[config.mk]
export PLATFORM = sky130hd
export DESIGN_NAME = counter_up_down_mod_flat
export DESIGN_NICKNAME = d
export VERILOG_FILES = /design/src/rtl/counter_up_down_mod_if.sv /design/src/rtl/counter_up_down_mod.sv /design/src/flat_wrapper.sv
export SDC_FILE = /design/constraint.sdc
export NUM_CORES = 1
export LEC_CHECK = 0
export ABC_AREA = 1
export CAP_MARGIN = 20
export CORE_ASPECT_RATIO = 2
export CORE_UTILIZATION = 49
export CTS_CLUSTER_SIZE = 8
export DETAILED_ROUTE_END_ITERATION = 12
export PLACE_DENSITY = 0.71
export SYNTH_ARGS = -nofsm -noshare
export SYNTH_HDL_FRONTEND = slang
export SYNTH_SLANG_ARGS = --single-unit
export TNS_END_PERCENT = 5
[constraint.sdc]
create_clock -name clk -period 10.7 [get_ports clk]
set_clock_uncertainty 0.05 [all_clocks]
set_input_delay 1.605 -clock clk [delete_from_list [all_inputs] [get_ports clk]]
set_output_delay 1.605 -clock clk [all_outputs]
set_load 0.02 [all_outputs]
[src/rtl/counter_up_down_mod_if.sv]
// ============================================================================
// Module      : counter_up_down_mod_if
// Description : Control/status bundle for counter_up_down_mod (CNT_STICKY_EN
//               adds the sticky wrap flag and its clear).
// Revision    : 1.0
// ============================================================================
`default_nettype none

interface counter_up_down_mod_if #(
    parameter int BITS      = 8,
    parameter int STEP_BITS = 4
);
    logic                 enable;
    logic                 up;
    logic                 load;
    logic [BITS-1:0]      load_val;
    logic [BITS-1:0]      limit;
    logic [STEP_BITS-1:0] step;
    logic                 sat_mode;
    logic [BITS-1:0]      q;
    logic                 tc;
    logic                 wrap;
`ifdef CNT_STICKY_EN
    logic                 clr_sticky;
    logic                 sticky;
`endif

    modport master (
        output enable, up, load, load_val, limit, step, sat_mode,
`ifdef CNT_STICKY_EN
        output clr_sticky,
        input  sticky,
`endif
        input  q, tc, wrap
    );

    modport slave (
        input  enable, up, load, load_val, limit, step, sat_mode,
`ifdef CNT_STICKY_EN
        input  clr_sticky,
        output sticky,
`endif
        output q, tc, wrap
    );
endinterface

`default_nettype wire

[src/rtl/counter_up_down_mod.sv]
// ============================================================================
// Module      : counter_up_down_mod
// Description : Up/down counter over 0..limit with programmable step, wrap or
//               saturate at the bounds, parallel load, tc and wrap flags.
//               Define CNT_STICKY_EN to add a sticky wrap flag.
// Revision    : 1.0
// ============================================================================
`default_nettype none

module counter_up_down_mod #(
    parameter int BITS      = 8,
    parameter int STEP_BITS = 4
) (
    input  wire logic              clk,
    input  wire logic              reset,
    counter_up_down_mod_if.slave   cif
);
    // One bit of headroom over both operands so sums never overflow.
    localparam int c_W = ((BITS + 1) > (STEP_BITS + 1)) ? (BITS + 1) : (STEP_BITS + 1);

    logic [BITS-1:0] r_q;
    logic            r_wrap;
    logic [BITS-1:0] w_q_nxt;
    logic            w_wrap_nxt;

    logic [c_W-1:0]  w_q_x;
    logic [c_W-1:0]  w_lim_x;
    logic [c_W-1:0]  w_lim1;
    logic [c_W-1:0]  w_step_x;
    logic [c_W-1:0]  w_step_eff;
    logic [c_W-1:0]  w_sum;

    assign w_q_x      = c_W'(r_q);
    assign w_lim_x    = c_W'(cif.limit);
    assign w_lim1     = w_lim_x + c_W'(1);
    assign w_step_x   = c_W'(cif.step);
    assign w_step_eff = (w_step_x < w_lim1) ? w_step_x : w_lim1;
    assign w_sum      = w_q_x + w_step_eff;

    always_comb begin
        w_q_nxt    = r_q;
        w_wrap_nxt = 1'b0;
        if (cif.load) begin
            w_q_nxt = (cif.load_val > cif.limit) ? cif.limit : cif.load_val;
        end else if (cif.enable && (cif.step != '0)) begin
            if (w_q_x > w_lim_x) begin
                // Limit was lowered beneath q: re-enter the range at a bound.
                w_wrap_nxt = 1'b1;
                w_q_nxt    = (cif.up && !cif.sat_mode) ? '0 : cif.limit;
            end else if (cif.up) begin
                if (w_sum <= w_lim_x) begin
                    w_q_nxt = BITS'(w_sum);
                end else begin
                    w_wrap_nxt = 1'b1;
                    w_q_nxt    = cif.sat_mode ? cif.limit : BITS'(w_sum - w_lim1);
                end
            end else begin
                if (w_q_x >= w_step_eff) begin
                    w_q_nxt = BITS'(w_q_x - w_step_eff);
                end else begin
                    w_wrap_nxt = 1'b1;
                    w_q_nxt    = cif.sat_mode ? '0 : BITS'(w_q_x + w_lim1 - w_step_eff);
                end
            end
        end
    end

    always_ff @(posedge clk) begin
        if (reset) begin
            r_q    <= '0;
            r_wrap <= 1'b0;
        end else begin
            r_q    <= w_q_nxt;
            r_wrap <= w_wrap_nxt;
        end
    end

    assign cif.q    = r_q;
    assign cif.wrap = r_wrap;
    assign cif.tc   = (cif.up && (r_q == cif.limit)) || (!cif.up && (r_q == '0));

`ifdef CNT_STICKY_EN
    logic r_sticky;

    // A wrap in the same cycle beats the clear so no event is ever lost.
    always_ff @(posedge clk) begin
        if (reset) begin
            r_sticky <= 1'b0;
        end else if (w_wrap_nxt) begin
            r_sticky <= 1'b1;
        end else if (cif.clr_sticky) begin
            r_sticky <= 1'b0;
        end
    end

    assign cif.sticky = r_sticky;
`endif

endmodule

`default_nettype wire

[src/flat_wrapper.sv]
// flat-port wrapper written by rule: the top's interface ports become plain ports
module counter_up_down_mod_flat 
#(
    parameter int BITS      = 8,
    parameter int STEP_BITS = 4
)
  (clk, reset, cif_enable, cif_up, cif_load, cif_load_val, cif_limit, cif_step, cif_sat_mode, cif_q, cif_tc, cif_wrap);
  counter_up_down_mod_if #(.BITS(BITS), .STEP_BITS(STEP_BITS)) cif_i ();
  input  wire logic clk;
  input  wire logic reset;
  input wire logic [$bits(cif_i.enable)-1:0] cif_enable;
  input wire logic [$bits(cif_i.up)-1:0] cif_up;
  input wire logic [$bits(cif_i.load)-1:0] cif_load;
  input wire logic [$bits(cif_i.load_val)-1:0] cif_load_val;
  input wire logic [$bits(cif_i.limit)-1:0] cif_limit;
  input wire logic [$bits(cif_i.step)-1:0] cif_step;
  input wire logic [$bits(cif_i.sat_mode)-1:0] cif_sat_mode;
  output wire logic [$bits(cif_i.q)-1:0] cif_q;
  output wire logic [$bits(cif_i.tc)-1:0] cif_tc;
  output wire logic [$bits(cif_i.wrap)-1:0] cif_wrap;
  assign cif_i.enable = cif_enable;
  assign cif_i.up = cif_up;
  assign cif_i.load = cif_load;
  assign cif_i.load_val = cif_load_val;
  assign cif_i.limit = cif_limit;
  assign cif_i.step = cif_step;
  assign cif_i.sat_mode = cif_sat_mode;
  assign cif_q = cif_i.q;
  assign cif_tc = cif_i.tc;
  assign cif_wrap = cif_i.wrap;
  counter_up_down_mod #(.BITS(BITS), .STEP_BITS(STEP_BITS)) u_core (.clk(clk), .reset(reset), .cif(cif_i));
endmodule
==> reports/summary.txt <==
Crit path top cell by count: nand2_1
CP required: 10760 ps
Ys flop type: dfxtp_1
DRT iter0 DRCs: 218
First-pass GRT wire length: 18.4 mm
Met3 usage: 0.0484
Max Cap Viol: 0
Max-slew headroom: 0.270
Inst Count DP: 651
CP arrival: 6780 ps
Setup TNS: 0 ps
RSZ-0062 raised after global routing: false
Die area: 7060 um2
Wirelength per Cell: 17.4 um
Sink Count: 9
Root buffer cell: clkbuf_16
Initial Util: 0.513
Largest net degree at the start of global routing: 16
Reg2reg path depth: 20
PwrDens: 129 nW/um2
Crit-path max FO: 10
GRT overflow: 0
EDFF count, synth: 0
Cell count after synthesis: 530
Worst Setup EP: u_core.cif.q[0]
Grt met2 use: 0.617
Ant diodes: 0
Clock Latency Late Sink: 250 ps
Synth cell types: 44
Setup Buffers After CTS: 0
Critical Path Stages: 33
FP Rows: 41
Die Ht: 118 um
Pwr Total: 0.491 mW
Fmax: 0.149 GHz
Post-route DRC violation count: 0
Post-CTS sizing: 0
Synthesized area: 3290 um2
Setup crit end kind: flip-flop
Flop2flop setup slack: 7150 ps
Critical path class: input pin to flip-flop
Nets: 661
Final Cycle Share: 0.628
CP startpoint: cif_limit[0]
Syn_area_per_cell: 6.20 um2
Cell family with most CP delay: adder cells
Gr usage total: 0.352
First drt pass iteration count: 5
Maximum vdd ir drop: 53.6 uV
Hold WC Path Type: flip-flop to flip-flop
Final Util: 0.594
Crit path buf inv count: 7
Placed inst area: 3730 um2
H-tree Lvls: 1
Dpl ws: 3840 ps
Syn-to-layout area delta: 15.9%
Crit Reg-Reg Endpoint: u_core.cif.q[0]
GPL Wtd Cong: 1.01
GRT busiest layer: met2
Yosys warnings: 0
Met1 usage in global routing: 0.341
Type of origin of the critical path: input pin
Synth async-reset ratio: 0
Tmin final: 6720 ps
CTS tree: built
Sequential area share after synthesis: 0.0548
Design Area, Final: 3810 um2
Final hold viol count: 0
Initial antenna violation count: 0
Max stage delay on crit path: 620 ps
CTS max path bufs: 2
Die W: 59.9 um
CP max-delay cell: clkdlybuf4s50_1
CTS clock-pin slew for the worst setup and hold paths: 40 ps
Setup ws final: 3980 ps
Post-synthesis register bit count: 9
Final hold slack: 663 ps
WL final: 11.4 mm
Slew Limit Fails: 0
R2R Path Start: u_core.cif.q[1]
Share of post-route cells with drive strength above 1: 0.0756
DP HPWL: 9.47 mm
Leak: 2.07 nW
Vias in the first global route: 3790
Non-Filler Instances: 655
Area of the multi-input gates: 2730 um2
Port bufs: 35
CTS Buf Count: 3
Fillers: 697
Register area: 180 um2
Number of routed nets with antenna violations: 0
Cts hold-fix bufs: 0
Via density per instance: 5.64
Via Count: 3693
Setup Viol. Count Final: 0
Top-Level Pins: 36
Worst-Margin Slew: 1080 ps
CORE AREA: 6410 um2
Status: completed
==> where the power goes <==
group          internal, mW  switching [mW]  leakage [nW]  total [mW]
sequential           0.0378          0.0117        0.0748      0.0494
combinational         0.137           0.232          1.95       0.369
clock                0.0503          0.0216        0.0382      0.0720
total                 0.225           0.266          2.07       0.491
==> cells in the mapped netlist, types with 3 or more instances <==
master | number | area [um2]
a21oi_1 | 39 | 195
a21oi_2 | 5 | 43.8
o211ai_1 | 12 | 90.1
ha_1 | 58 | 726
o22ai_1 | 3 | 18.8
nand2_2 | 9 | 56.3
o21ai_0 | 19 | 95.1
nand3_1 | 40 | 200
dfxtp_1 | 9 | 180
fa_1 | 7 | 140
clkbuf_1 | 4 | 15.0
a31oi_1 | 6 | 37.5
nand2_1 | 139 | 522
nand4_1 | 9 | 56.3
inv_2 | 8 | 30.0
nand3_2 | 5 | 50.1
inv_1 | 84 | 315
or2_2 | 3 | 18.8
nor2_1 | 21 | 78.8
o21bai_1 | 3 | 22.5
o21a_1 | 4 | 30.0
xor2_1 | 12 | 105
==> final cells by class <==
cell class	instances	area share
inverter	94	0.0932
timing repair buffer	36	0.0939
sequential	9	0.0473
clock buffer	4	0.0207
tap	86	0.0282
multi-input combinational	426	0.717
==> how the worst min path moves through the flow <==
stage	to	start	slack (ps)	depth (start not counted)
after floorplan	u_core.cif.q[0]	u_core.cif.q[0]	630	2
after global placement	u_core.cif.q[3]	u_core.cif.q[3]	650	2
after detailed placement	u_core.cif.q[3]	u_core.cif.q[3]	660	2
after CTS	u_core.cif.q[3]	u_core.cif.q[3]	660	2
after global routing	u_core.cif.q[0]	u_core.cif.q[0]	690	2
final	u_core.cif.q[5]	u_core.cif.q[5]	660	2
==> cell usage in the layout, fill, tap and decap left out, types with 7 or more instances in the layout <==
cell type	count
nand2_1	139
inv_1	84
ha_1	58
nand3_1	40
a21oi_1	39
clkdlybuf4s50_1	35
nor2_1	21
o21ai_0	19
xor2_1	12
o211ai_1	12
nand4_1	9
nand2_2	9
dfxtp_1	9
inv_2	8
conb_1	8
fa_1	7
==> cell families (layout without fill, tap and decap cells) <==
family / after synthesis / count (layout) / synth area share
AO/OA/AOI/OAI: 103 / 103 / 0.193
XOR/XNOR: 14 / 14 / 0.0373
adder cells (fa/ha/maj): 65 / 65 / 0.263
buffers and inverters: 101 / 134 / 0.121
flip-flops: 9 / 9 / 0.0548
other: 2 / 8 / 0.00228
AND/OR/NAND/NOR: 236 / 236 / 0.328
==> worst reg2reg max path: cells and delay by family, from the launching register on <==
| kind | cells | cell delay, ps |
|---|---|---|
| AND/OR/NAND/NOR | 10 | 970 |
| adder cells (fa/ha/maj) | 2 | 750 |
| flip-flops | 1 | 650 |
| buffers and inverters | 5 | 500 |
| AO/OA/AOI/OAI | 2 | 260 |
| XOR/XNOR | 1 | 220 |
==> registers in the layout, indices dropped and copies added, names as in the netlist <==
name / count
u_core.cif.q: 8
u_core.cif.wrap: 1
==> metal layers <==
| layer | wire length [um] | share of wire | up-vias |
|---|---|---|---|
| met5 | 0 | 0 | - |
| met4 | 1000 | 0.088 | 0 |
| met3 | 347 | 0.030 | 59 |
| met1 | 4040 | 0.35 | 1697 |
| li1 | - | - | 1826 |
| met2 | 6030 | 0.53 | 111 |
Note: power is estimated with default switching activity, not from simulation.
